`config.mk`:
```
export PLATFORM = sky130hd
export DESIGN_NAME = i2c_cfg_sequencer_flat
export DESIGN_NICKNAME = d
export VERILOG_FILES = /design/src/rtl/i2c_cfg_sequencer_if.sv /design/src/rtl/i2c_cfg_sequencer.sv /design/src/flat_wrapper.sv
export SDC_FILE = /design/constraint.sdc
export NUM_CORES = 1
export LEC_CHECK = 0
export CORE_MARGIN = 1
export CORE_UTILIZATION = 35
export DETAILED_ROUTE_END_ITERATION = 10
export PLACE_DENSITY = 0.58
export SYNTH_ARGS = -nofsm -noshare
export SYNTH_HDL_FRONTEND = slang
export SYNTH_SLANG_ARGS = --single-unit
```
`constraint.sdc`:
```
create_clock -name i_mc -period 2.6 [get_ports i_mc]
set_input_delay 0.65 -clock i_mc [delete_from_list [all_inputs] [get_ports i_mc]]
set_output_delay 0.65 -clock i_mc [all_outputs]
set_load 0.02 [all_outputs]
```
`src/rtl/i2c_cfg_sequencer_if.sv`:
```
// Request/response bundle between the config sequencer and the I2C master wrapper.
// The sequencer is the master side: it drives the request and samples completion status.
interface i2c_cfg_sequencer_if;
    logic       iic_en;
    logic       wrrd;
    logic [6:0] slave_addr;
    logic [7:0] reg_addr;
    logic [7:0] wr_data;
    logic       rd_clear;
    logic       i2c_busy;
    logic       iic_ack;
    logic       rd_vld;
    logic [7:0] rd_data;

    modport master (
        output iic_en, wrrd, slave_addr, reg_addr, wr_data, rd_clear,
        input  i2c_busy, iic_ack, rd_vld, rd_data
    );

    modport slave (
        input  iic_en, wrrd, slave_addr, reg_addr, wr_data, rd_clear,
        output i2c_busy, iic_ack, rd_vld, rd_data
    );
endinterface

```
`src/rtl/i2c_cfg_sequencer.sv`:
```
// Bring-up sequencer: walks a synchronous config ROM and issues one I2C write,
// read-compare or ms delay per entry, with per-entry retry and done/error reporting.
module i2c_cfg_sequencer #(
    parameter int CLK_IN_FREQ  = 6_000_000,
    parameter int TBL_AW       = 8,
    parameter int MAX_RETRY    = 3,
    parameter int BUSY_TIMEOUT = 16,
    parameter int XFER_TIMEOUT = 65535
) (
    input  logic                  i_mc,
    input  logic                  i_rst,
    input  logic                  i_start,
    output logic [TBL_AW-1:0]     o_tbl_addr,
    input  logic [31:0]           i_tbl_data,
    i2c_cfg_sequencer_if.master   iic,
    output logic                  o_busy,
    output logic                  o_done,
    output logic                  o_err,
    output logic [TBL_AW-1:0]     o_err_idx
);

    localparam int TICK_MAX = CLK_IN_FREQ / 1000 - 1;

    localparam logic [1:0] OP_WR  = 2'b00;
    localparam logic [1:0] OP_DLY = 2'b01;
    localparam logic [1:0] OP_END = 2'b11;

    typedef enum logic [3:0] {
        S_IDLE, S_FETCH, S_DECODE, S_ISSUE, S_WAIT_BUSY, S_WAIT_DONE,
        S_CHECK, S_FAIL, S_GAP, S_DELAY, S_DONE
    } state_t;

    state_t            state_q;
    logic [TBL_AW-1:0] idx_q;
    logic [TBL_AW-1:0] idx_nxt_d;
    logic              idx_last_d;
    logic [31:0]       entry_q;
    logic [7:0]        retry_q;
    logic [31:0]       tmr_q;
    logic [15:0]       ms_q;
    logic              fetch_ph_q;
    logic              pass_q;
    logic              en_q;
    logic              wrrd_q;
    logic [6:0]        sa_q;
    logic [7:0]        ra_q;
    logic [7:0]        wd_q;
    logic              rd_clear_q;
    logic              busy_q;
    logic              done_q;
    logic              err_q;
    logic [TBL_AW-1:0] err_idx_q;

    always_comb begin
        idx_nxt_d  = idx_q + 1'b1;
        idx_last_d = &idx_q;
    end

    always_ff @(posedge i_mc) begin
        if (i_rst) begin
            state_q    <= S_IDLE;
            idx_q      <= '0;
            entry_q    <= '0;
            retry_q    <= '0;
            tmr_q      <= '0;
            ms_q       <= '0;
            fetch_ph_q <= 1'b0;
            pass_q     <= 1'b0;
            en_q       <= 1'b0;
            wrrd_q     <= 1'b0;
            sa_q       <= '0;
            ra_q       <= '0;
            wd_q       <= '0;
            rd_clear_q <= 1'b0;
            busy_q     <= 1'b0;
            done_q     <= 1'b0;
            err_q      <= 1'b0;
            err_idx_q  <= '0;
        end else begin
            rd_clear_q <= 1'b0;
            case (state_q)
                S_IDLE: begin
                    if (i_start) begin
                        done_q     <= 1'b0;
                        err_q      <= 1'b0;
                        err_idx_q  <= '0;
                        idx_q      <= '0;
                        retry_q    <= '0;
                        busy_q     <= 1'b1;
                        fetch_ph_q <= 1'b0;
                        state_q    <= S_FETCH;
                    end
                end
                // Phase 0 presents the address (and holds off while a stale transfer
                // is still running); phase 1 captures the ROM word one clock later.
                S_FETCH: begin
                    if (!fetch_ph_q) begin
                        if (!iic.i2c_busy) fetch_ph_q <= 1'b1;
                    end else begin
                        entry_q    <= i_tbl_data;
                        fetch_ph_q <= 1'b0;
                        state_q    <= S_DECODE;
                    end
                end
                S_DECODE: begin
                    if (entry_q[31:30] == OP_END) begin
                        state_q <= S_DONE;
                    end else if (entry_q[31:30] == OP_DLY) begin
                        ms_q    <= entry_q[15:0];
                        tmr_q   <= '0;
                        state_q <= S_DELAY;
                    end else begin
                        wrrd_q     <= (entry_q[31:30] != OP_WR);
                        sa_q       <= entry_q[29:23];
                        ra_q       <= entry_q[22:15];
                        wd_q       <= entry_q[7:0];
                        rd_clear_q <= 1'b1;
                        en_q       <= 1'b1;
                        state_q    <= S_ISSUE;
                    end
                end
                S_ISSUE: begin
                    tmr_q   <= '0;
                    state_q <= S_WAIT_BUSY;
                end
                S_WAIT_BUSY: begin
                    if (iic.i2c_busy) begin
                        en_q    <= 1'b0;
                        tmr_q   <= '0;
                        state_q <= S_WAIT_DONE;
                    end else if (tmr_q == 32'(BUSY_TIMEOUT - 1)) begin
                        en_q    <= 1'b0;
                        state_q <= S_FAIL;
                    end else begin
                        tmr_q <= tmr_q + 32'd1;
                    end
                end
                // Status is captured on the busy fall so CHECK judges a stable snapshot.
                S_WAIT_DONE: begin
                    if (!iic.i2c_busy) begin
                        pass_q  <= iic.iic_ack &&
                                   (!wrrd_q || (iic.rd_vld && (iic.rd_data == entry_q[7:0])));
                        state_q <= S_CHECK;
                    end else if (tmr_q == 32'(XFER_TIMEOUT - 1)) begin
                        state_q <= S_FAIL;
                    end else begin
                        tmr_q <= tmr_q + 32'd1;
                    end
                end
                S_CHECK: begin
                    if (pass_q) begin
                        retry_q <= '0;
                        if (idx_last_d) begin
                            state_q <= S_DONE;
                        end else begin
                            idx_q   <= idx_nxt_d;
                            state_q <= S_FETCH;
                        end
                    end else begin
                        state_q <= S_FAIL;
                    end
                end
                S_FAIL: begin
                    if (retry_q < 8'(MAX_RETRY)) begin
                        retry_q <= retry_q + 8'd1;
                        tmr_q   <= '0;
                        state_q <= S_GAP;
                    end else begin
                        err_q     <= 1'b1;
                        err_idx_q <= idx_q;
                        busy_q    <= 1'b0;
                        state_q   <= S_IDLE;
                    end
                end
                // Two guaranteed low clocks so the master sees a fresh rising edge.
                S_GAP: begin
                    if (tmr_q == 32'd1) begin
                        en_q    <= 1'b1;
                        state_q <= S_ISSUE;
                    end else begin
                        tmr_q <= tmr_q + 32'd1;
                    end
                end
                S_DELAY: begin
                    if (ms_q == 16'd0) begin
                        if (idx_last_d) begin
                            state_q <= S_DONE;
                        end else begin
                            idx_q   <= idx_nxt_d;
                            state_q <= S_FETCH;
                        end
                    end else if (tmr_q == 32'(TICK_MAX)) begin
                        tmr_q <= '0;
                        ms_q  <= ms_q - 16'd1;
                    end else begin
                        tmr_q <= tmr_q + 32'd1;
                    end
                end
                S_DONE: begin
                    done_q  <= 1'b1;
                    busy_q  <= 1'b0;
                    state_q <= S_IDLE;
                end
                default: state_q <= S_IDLE;
            endcase
        end
    end

    assign o_tbl_addr     = idx_q;
    assign o_busy         = busy_q;
    assign o_done         = done_q;
    assign o_err          = err_q;
    assign o_err_idx      = err_idx_q;
    assign iic.iic_en     = en_q;
    assign iic.wrrd       = wrrd_q;
    assign iic.slave_addr = sa_q;
    assign iic.reg_addr   = ra_q;
    assign iic.wr_data    = wd_q;
    assign iic.rd_clear   = rd_clear_q;

endmodule

```
`src/flat_wrapper.sv`:
```
// flat-port wrapper written by rule: the top's interface ports become plain ports
module i2c_cfg_sequencer_flat 
#(
    parameter int CLK_IN_FREQ  = 6_000_000,
    parameter int TBL_AW       = 8,
    parameter int MAX_RETRY    = 3,
    parameter int BUSY_TIMEOUT = 16,
    parameter int XFER_TIMEOUT = 65535
)
  (i_mc, i_rst, i_start, o_tbl_addr, i_tbl_data, o_busy, o_done, o_err, o_err_idx, iic_iic_en, iic_wrrd, iic_slave_addr, iic_reg_addr, iic_wr_data, iic_rd_clear, iic_i2c_busy, iic_iic_ack, iic_rd_vld, iic_rd_data);
  i2c_cfg_sequencer_if iic_i ();
  input  logic i_mc;
  input  logic i_rst;
  input  logic i_start;
  output logic [TBL_AW-1:0] o_tbl_addr;
  input  logic [31:0] i_tbl_data;
  output logic o_busy;
  output logic o_done;
  output logic o_err;
  output logic [TBL_AW-1:0] o_err_idx;
  output wire logic [$bits(iic_i.iic_en)-1:0] iic_iic_en;
  output wire logic [$bits(iic_i.wrrd)-1:0] iic_wrrd;
  output wire logic [$bits(iic_i.slave_addr)-1:0] iic_slave_addr;
  output wire logic [$bits(iic_i.reg_addr)-1:0] iic_reg_addr;
  output wire logic [$bits(iic_i.wr_data)-1:0] iic_wr_data;
  output wire logic [$bits(iic_i.rd_clear)-1:0] iic_rd_clear;
  input wire logic [$bits(iic_i.i2c_busy)-1:0] iic_i2c_busy;
  input wire logic [$bits(iic_i.iic_ack)-1:0] iic_iic_ack;
  input wire logic [$bits(iic_i.rd_vld)-1:0] iic_rd_vld;
  input wire logic [$bits(iic_i.rd_data)-1:0] iic_rd_data;
  assign iic_iic_en = iic_i.iic_en;
  assign iic_wrrd = iic_i.wrrd;
  assign iic_slave_addr = iic_i.slave_addr;
  assign iic_reg_addr = iic_i.reg_addr;
  assign iic_wr_data = iic_i.wr_data;
  assign iic_rd_clear = iic_i.rd_clear;
  assign iic_i.i2c_busy = iic_i2c_busy;
  assign iic_i.iic_ack = iic_iic_ack;
  assign iic_i.rd_vld = iic_rd_vld;
  assign iic_i.rd_data = iic_rd_data;
  i2c_cfg_sequencer #(.CLK_IN_FREQ(CLK_IN_FREQ), .TBL_AW(TBL_AW), .MAX_RETRY(MAX_RETRY), .BUSY_TIMEOUT(BUSY_TIMEOUT), .XFER_TIMEOUT(XFER_TIMEOUT)) u_core (.i_mc(i_mc), .i_rst(i_rst), .i_start(i_start), .o_tbl_addr(o_tbl_addr), .i_tbl_data(i_tbl_data), .iic(iic_i), .o_busy(o_busy), .o_done(o_done), .o_err(o_err), .o_err_idx(o_err_idx));
endmodule
```
**Word level (Yosys, flattened, before mapping)**

Index checks and enable logic that the tools add are counted.

- Register bits after elaboration: 139
- Bits in latches: 0
- Bits in writable memories: 0
- ROM bits: 0
- Bits of input ports: 46
- Output and inout port bits: 45
- Logic and storage cells: 150
- Memories kept: 0

- $add $sub $neg: 4
- Multiply operators: 0
- Div/mod/pow operators: 0
- Order comparisons: 1
- Equality and inequality tests: 35
- Shift-type cells: 0
- Muxes and demuxes: 57
- Bitwise gates (word level): 4
- Reduce and logical (&&, ||, !) cells: 31

Operator list:

| operator | number |
|---|---|
| $mux W32 | 10 |
| $pmux W32 S7 | 1 |
| $mux W16 | 4 |
| $mux W8 | 7 |
| $mux W4 | 13 |
| $pmux W8 S3 | 2 |
| $pmux W4 S10 | 1 |
| $add A32 B1 Y32 const B | 1 |
| $eq A32 B1 Y1 const B | 1 |
| $eq A32 B13 Y1 const B | 1 |
| $eq A32 B16 Y1 const B | 1 |
| $eq A32 B4 Y1 const B | 1 |
| $pmux W16 S2 | 1 |
| $add A8 B1 Y8 const B | 2 |
| $eq A4 B3 Y1 const B | 4 |
| $logic_not A16 Y1 | 1 |
| $ne A2 B2 Y1 const B | 8 |
| $pmux W8 S2 | 1 |
| $sub A16 B1 Y16 const B | 1 |
| $ne A2 B1 Y1 const B | 7 |
| $eq A4 B4 Y1 const B | 3 |
| $mux W1 | 12 |
| $reduce_bool A3 Y1 | 4 |
| $reduce_and A5 Y1 | 2 |
| other kinds (24) | 43 |

**Logic depth before layout (Yosys ltp)**

- Depth in word-level cells: 4
- Depth in mapped cells: 9
- Mapped depth without buffers: 8

**Worst setup path before layout**

Ideal clock, no wire load.

- Path kind: register to register
- Start: reg u_core.tmr_q[0]
- End: reg u_core.tmr_q[10]
- Library setup time: 117 ps
- Arrival time: 2193 ps
- Required time: 2483 ps
- Path slack: 289 ps
- Stages on the path, launching flop included: 9
- Buffers on the path: 1
- Period minus slack after synthesis: 2311 ps
- Path through: dfxtp_1 ha_1 or3b_2 o32a_1 or4_1 a21bo_4 nor3_2 buf_6 a32o_1

- Word-level cells in the longest chain between the ends: 4
- Elaborated cells on any way between the ends: 17
- Those cells by class: add/sub: 1; eq/ne: 7; mux: 8; reduce/logical: 1

Ends and longest elaborated chain:

| item | RTL line | RTL |
|---|---|---|
| start: declaration | i2c_cfg_sequencer.sv:39 | `logic [31:0] tmr_q;` |
| start signal: assignment | i2c_cfg_sequencer.sv:135 | `tmr_q <= tmr_q + 32'd1;` |
| start signal: assignment | i2c_cfg_sequencer.sv:147 | `tmr_q <= tmr_q + 32'd1;` |
| start signal: assignment | i2c_cfg_sequencer.sv:181 | `tmr_q <= tmr_q + 32'd1;` |
| $add A32 B1 Y32 / $eq A32 B13 Y1 (equally long branches) | - |  |
| $mux W32, on equally long branches | i2c_cfg_sequencer.sv:192, i2c_cfg_sequencer.sv:131, i2c_cfg_sequencer.sv:144 |  |
| $mux W32, on equally long branches | i2c_cfg_sequencer.sv:185, i2c_cfg_sequencer.sv:127, i2c_cfg_sequencer.sv:140 |  |
| $pmux W32 S7 | i2c_cfg_sequencer.sv:81 | `case (state_q)` |

Several ways; a longest one is shown, not always the timed one. The select of a mux whose other input is x is not followed.
A chain may end at the register's enable or synchronous reset.

**Worst setup path after layout**

- Start: reg u_core.tmr_q[28]
- End: reg u_core.tmr_q[4]

- Word-level cells in the longest chain between the ends: 4
- Elaborated cells on any way between the ends: 11
- Those cells by class: eq/ne: 7; mux: 3; reduce/logical: 1

Ends and longest elaborated chain:

| item | RTL line | RTL |
|---|---|---|
| $eq A32 B13 Y1 | i2c_cfg_sequencer.sv:192 | `end else if (tmr_q == 32'(TICK_MAX)) begin` |
| $mux W32 | i2c_cfg_sequencer.sv:192 |  |
| $mux W32 | i2c_cfg_sequencer.sv:185 | `if (ms_q == 16'd0) begin` |
| $pmux W32 S7 | i2c_cfg_sequencer.sv:81 |  |

Several ways; a longest one is shown, not always the timed one. The select of a mux whose other input is x is not followed.

==> summary.txt <==
Run status
  – Result of the run: completed

Power
  – Leakage power of the design: approximately 3.1 nW
  – Int Pwr: a little under 4 mW
  – Part of the total power dissipated in sequential elements: a little over two fifths
  – Logic pwr share: a little under a tenth
  – Net switching component of the power: between 1 and 1.5 mW
  – Net switching share of the total power: around a quarter
  – Proportion of power drawn by the clock network: 48.9%
  – Maximum vdd drop: around 0.43 mV
  – Tot Pwr: a little over 5 mW
  – Cell area power density: ~560 nW/um^2

Detailed routing
  – Vias after detailed routing: 7,026
  – DRT Pass-1 Iters: 5
  – Count of routing violations after the opening detailed-route iteration: just over 500
  – Post-route DRC: 0
  – Via density per instance: ~5.5
  – Average detailed-routed wire length per instance: 15.8 microns
  – Total wire length after detailed routing: 20,300 microns
  – Final antenna-violating net count: 0

Critical path
  – Bufs and invs on worst path: 2
  – R2R cell count: 8
  – Critical path depth in cells: 8
  – Required time of the critical path: between 2000 and 3000 ps
  – Arr. time, crit path: between 2000 and 3000 ps
  – R2r startpoint: u_core.tmr_q[28]
  – Worst path top cell family by delay: simple AND/OR/NAND/NOR gates
  – Worst setup EP type: flop
  – Crit-path cells: nor4_4 -> nand4_1 -> buf_4 -> or4_1 -> a21bo_4 -> nor3_2 -> buf_4 -> a32o_1
  – Cell with the biggest individual delay on the critical path: sky130_fd_sc_hd__or4_1
  – Minimum setup slack among reg-to-reg paths: approximately 120 ps
  – Most prevalent standard cell on the critical path: sky130_fd_sc_hd__buf_4
  – Maximum net fanout on the critical path: 13
  – WS Path Type: flop to flop
  – Nature of the critical path startpoint: flop
  – Startpoint of the most critical setup path: u_core.tmr_q[28]
  – Capturing instance or port of the critical path: u_core.tmr_q[4]
  – Endpoint of the lowest-slack register-to-register path: u_core.tmr_q[4]
  – Delay contributed by the slowest stage of the critical path: ~540 ps

Clock tree
  – Deepest level of the CTS H-tree: 4
  – Insertion delay to the later sink of the worst-skew pair: 430 ps
  – TritonCTS clock tree: yes
  – Library cell used as clock root buffer: sky130_fd_sc_hd__clkbuf_16
  – Clock tree buffer depth: 2
  – Post-CTS Hold Fix Bufs: 0
  – Number of buffers inserted during clock tree synthesis: 17
  – Clock slew seen by the registers of the worst setup and hold paths: around 60 ps
  – Total number of clock tree sinks: between 100 and 150

Die
  – Starting density of the core: between 30% and 40%
  – Area of the die: slightly above 20,000 sq um
  – Die Span Y: 143 microns
  – Placeable core region: 19,500 sq um
  – Die Span X: about 140 microns
  – Top-level I/O count: 91
  – Count of standard-cell rows: just over 50

Timing
  – Final clock period utilization by the worst path: 95.2%
  – Setup repair after global routing missed its margin: false
  – Final min period: 2480 ps
  – FMAX: about 0.40 GHz
  – Final hold violation count: 0
  – Normalized max-slew margin: approximately half
  – Number of pins with negative max-slew slack in the final report: 0
  – Transition time of the tightest slew-check pin: around 750 ps
  – Fin Clk Skew: between 10 and 15 ps
  – Final setup violating endpoints: 0

Yosys
  – Share of the synthesized area in the top cell type: approximately 40%
  – Largest family of logic cells by synthesized area: simple AND/OR/NAND/NOR gates
  – Leading cell types by total area after synthesis: sky130_fd_sc_hd__dfxtp_1 (40%), sky130_fd_sc_hd__nand2_1 (9.3%), sky130_fd_sc_hd__a21oi_1 (7.1%), sky130_fd_sc_hd__a32o_1 (3.7%), sky130_fd_sc_hd__nor3_1 (3.5%)
  – Synth unique cells: 72
  – Synth Area in Simple Gates: 28.9%
  – Adder-cell share of the synthesized area: roughly 1.3%
  – Flop and latch count out of synthesis: around 140
  – Number of standard cells after synthesis: between 800 and 900
  – Post-synth ARST share: 0%
  – Number of warnings issued by yosys: 0
  – Xor/xnor share of the synthesized area: 1.76%
  – Post-synth design cell area: about 7000 sq um
  – Post-synth EDFFs: 0
  – Synth Area per Inst: a little under 8 sq um
  – Leading area contributor after synthesis: sky130_fd_sc_hd__dfxtp_1
  – Compound-Gate Fraction of Synth Area: 22.9%
  – Mux contribution to synthesized area: 0.717%
  – Sequential fraction of the synthesis area: approximately two fifths
  – Net Count, Synth: approximately 940
  – Top_reg_cell synth: sky130_fd_sc_hd__dfxtp_1

Cells and area
  – Core utilization of the finished layout: 47.1%
  – Synth-to-layout area growth: 31.9%
  – Fraction of final layout cells sized beyond drive strength 1: about an eighth
  – Net count reported at finish: approximately 1,100
  – Filler instances: 1,980
  – Antenna cells: 0

Global routing
  – Remaining global-route overflow: 0
  – Antenna violations before repair: 0
  – Vias in the first global route: approximately 6,500
  – First-pass GRT wire length: 33,800 microns
  – Global-route usage over all layers: 20.8%
  – Pin count of the biggest net entering global routing: about 130

Min path
  – Class of the most critical hold timing path: flop to flop
  – Worst hold path startpoint: u_core.entry_q[24]

Place
  – Count of input and output buffers: 90
  – Final RePlAce weighted congestion: 0.833
  – Sum of net half-perimeters after detailed placement: about 13,000 microns

Flow run
  – Maximum capacitance violations: 0
==> flip-flops by register name (all words and copies together), names as in the netlist, 4 cells and up <==
| register | cells |
|---|---|
| u_core.entry_q | 32 |
| u_core.tmr_q | 32 |
| u_core.ms_q | 16 |
| u_core.iic.reg_addr | 8 |
| u_core.iic.wr_data | 8 |
| u_core.o_err_idx | 8 |
| u_core.o_tbl_addr | 8 |
| u_core.retry_q | 8 |
| u_core.iic.slave_addr | 7 |
| u_core.state_q | 4 |
==> power by group through the flow <==
| stage | logic (mW) | clock network (mW) | registers [mW] |
|---|---|---|---|
| after floorplan | 0.252 | 0 | 2.22 |
| after global placement | 0.471 | 0 | 2.22 |
| after detailed placement | 0.471 | 0 | 2.22 |
| after CTS | 0.472 | 2.59 | 2.17 |
| after global routing | 0.517 | 2.67 | 2.18 |
| final | 0.474 | 2.54 | 2.17 |
==> worst min path at each step <==
stage,endpoint,cells past startpoint
2_1_floorplan,u_core.iic.reg_addr[1],2
3_3_place_gp,u_core.iic.slave_addr[4],2
3_5_place_dp,u_core.iic.reg_addr[6],2
4_1_cts,u_core.iic.slave_addr[4],2
5_1_grt,u_core.iic.wr_data[4],2
6_report,u_core.iic.slave_addr[1],2
==> layout make-up <==
type                       count  area [sq um]  area share [%]
tap                          265           332            3.60
sequential                   139          2780            30.3
clock inverter                12           163            1.77
clock buffer                  20           447            4.86
inverter                      14          52.6           0.571
multi-input combinational    676          3930            42.7
timing repair buffer         161          1490            16.2
==> metal layers <==
metal | routed length (microns) | GRT usage (%)
met3 | 1380 | 6.17
met1 | 9730 | 28.5
met5 | 0 | 0
met4 | 152 | 6.11
met2 | 9050 | 31.3
==> stage by stage <==
stage               worst slack (ps)  setup TNS (ps)  std cells  instance area, sq um  hold slack [ps]
floorplan                        289               0        889                  6980              432
global placement                -189           -4860       1255                  8540              438
detailed placement              -203           -5230       1255                  8540              443
CTS                             43.8               0       1287                  9150              454
global route                    12.9               0       1287                  9200              469
finish                           124               0       1287                  9200              452
==> timing repair <==
item                                    in CTS  in global routing
gates resized for setup                      0                  7
setup buffers                                0                  0
endpoints found under the setup margin       0                 37
==> synthesized netlist by cell type, drive strengths merged (20+ instances only) <==
master / instances
nand2: 172
dfxtp: 139
a21oi: 99
nor2: 59
nor3: 51
clkbuf: 40
nand3: 34
a32o: 26
o21ai: 23
nand4: 21
nor4: 21
buf: 20
==> cells in the final DEF (no fill, tap or decap), drive strengths merged, types with 17 or more instances in the layout <==
master	count
a21oi	99
a32o	26
buf	72
clkbuf	20
clkdlybuf4s50	89
dfxtp	139
inv	17
nand2	172
nand3	34
nand4	21
nor2	59
nor3	51
nor4	21
o211ai	18
o21ai	23
==> worst min-delay path, cell delays in order (launching register included) <==
cell and delay [ps]:
sky130_fd_sc_hd__dfxtp_1 310, sky130_fd_sc_hd__nand2_1 50, sky130_fd_sc_hd__a21oi_1 50
==> cells by family after synthesis <==
family / Yosys count
muxes: 5
and+or+nand+nor: 419
DFF: 139
buffers and inverters: 74
AOI/OAI and AO/OA: 231
adders and majority gates: 7
xor gates and xnor gates: 14
No activity file was read; power rests on OpenSTA's default activity.
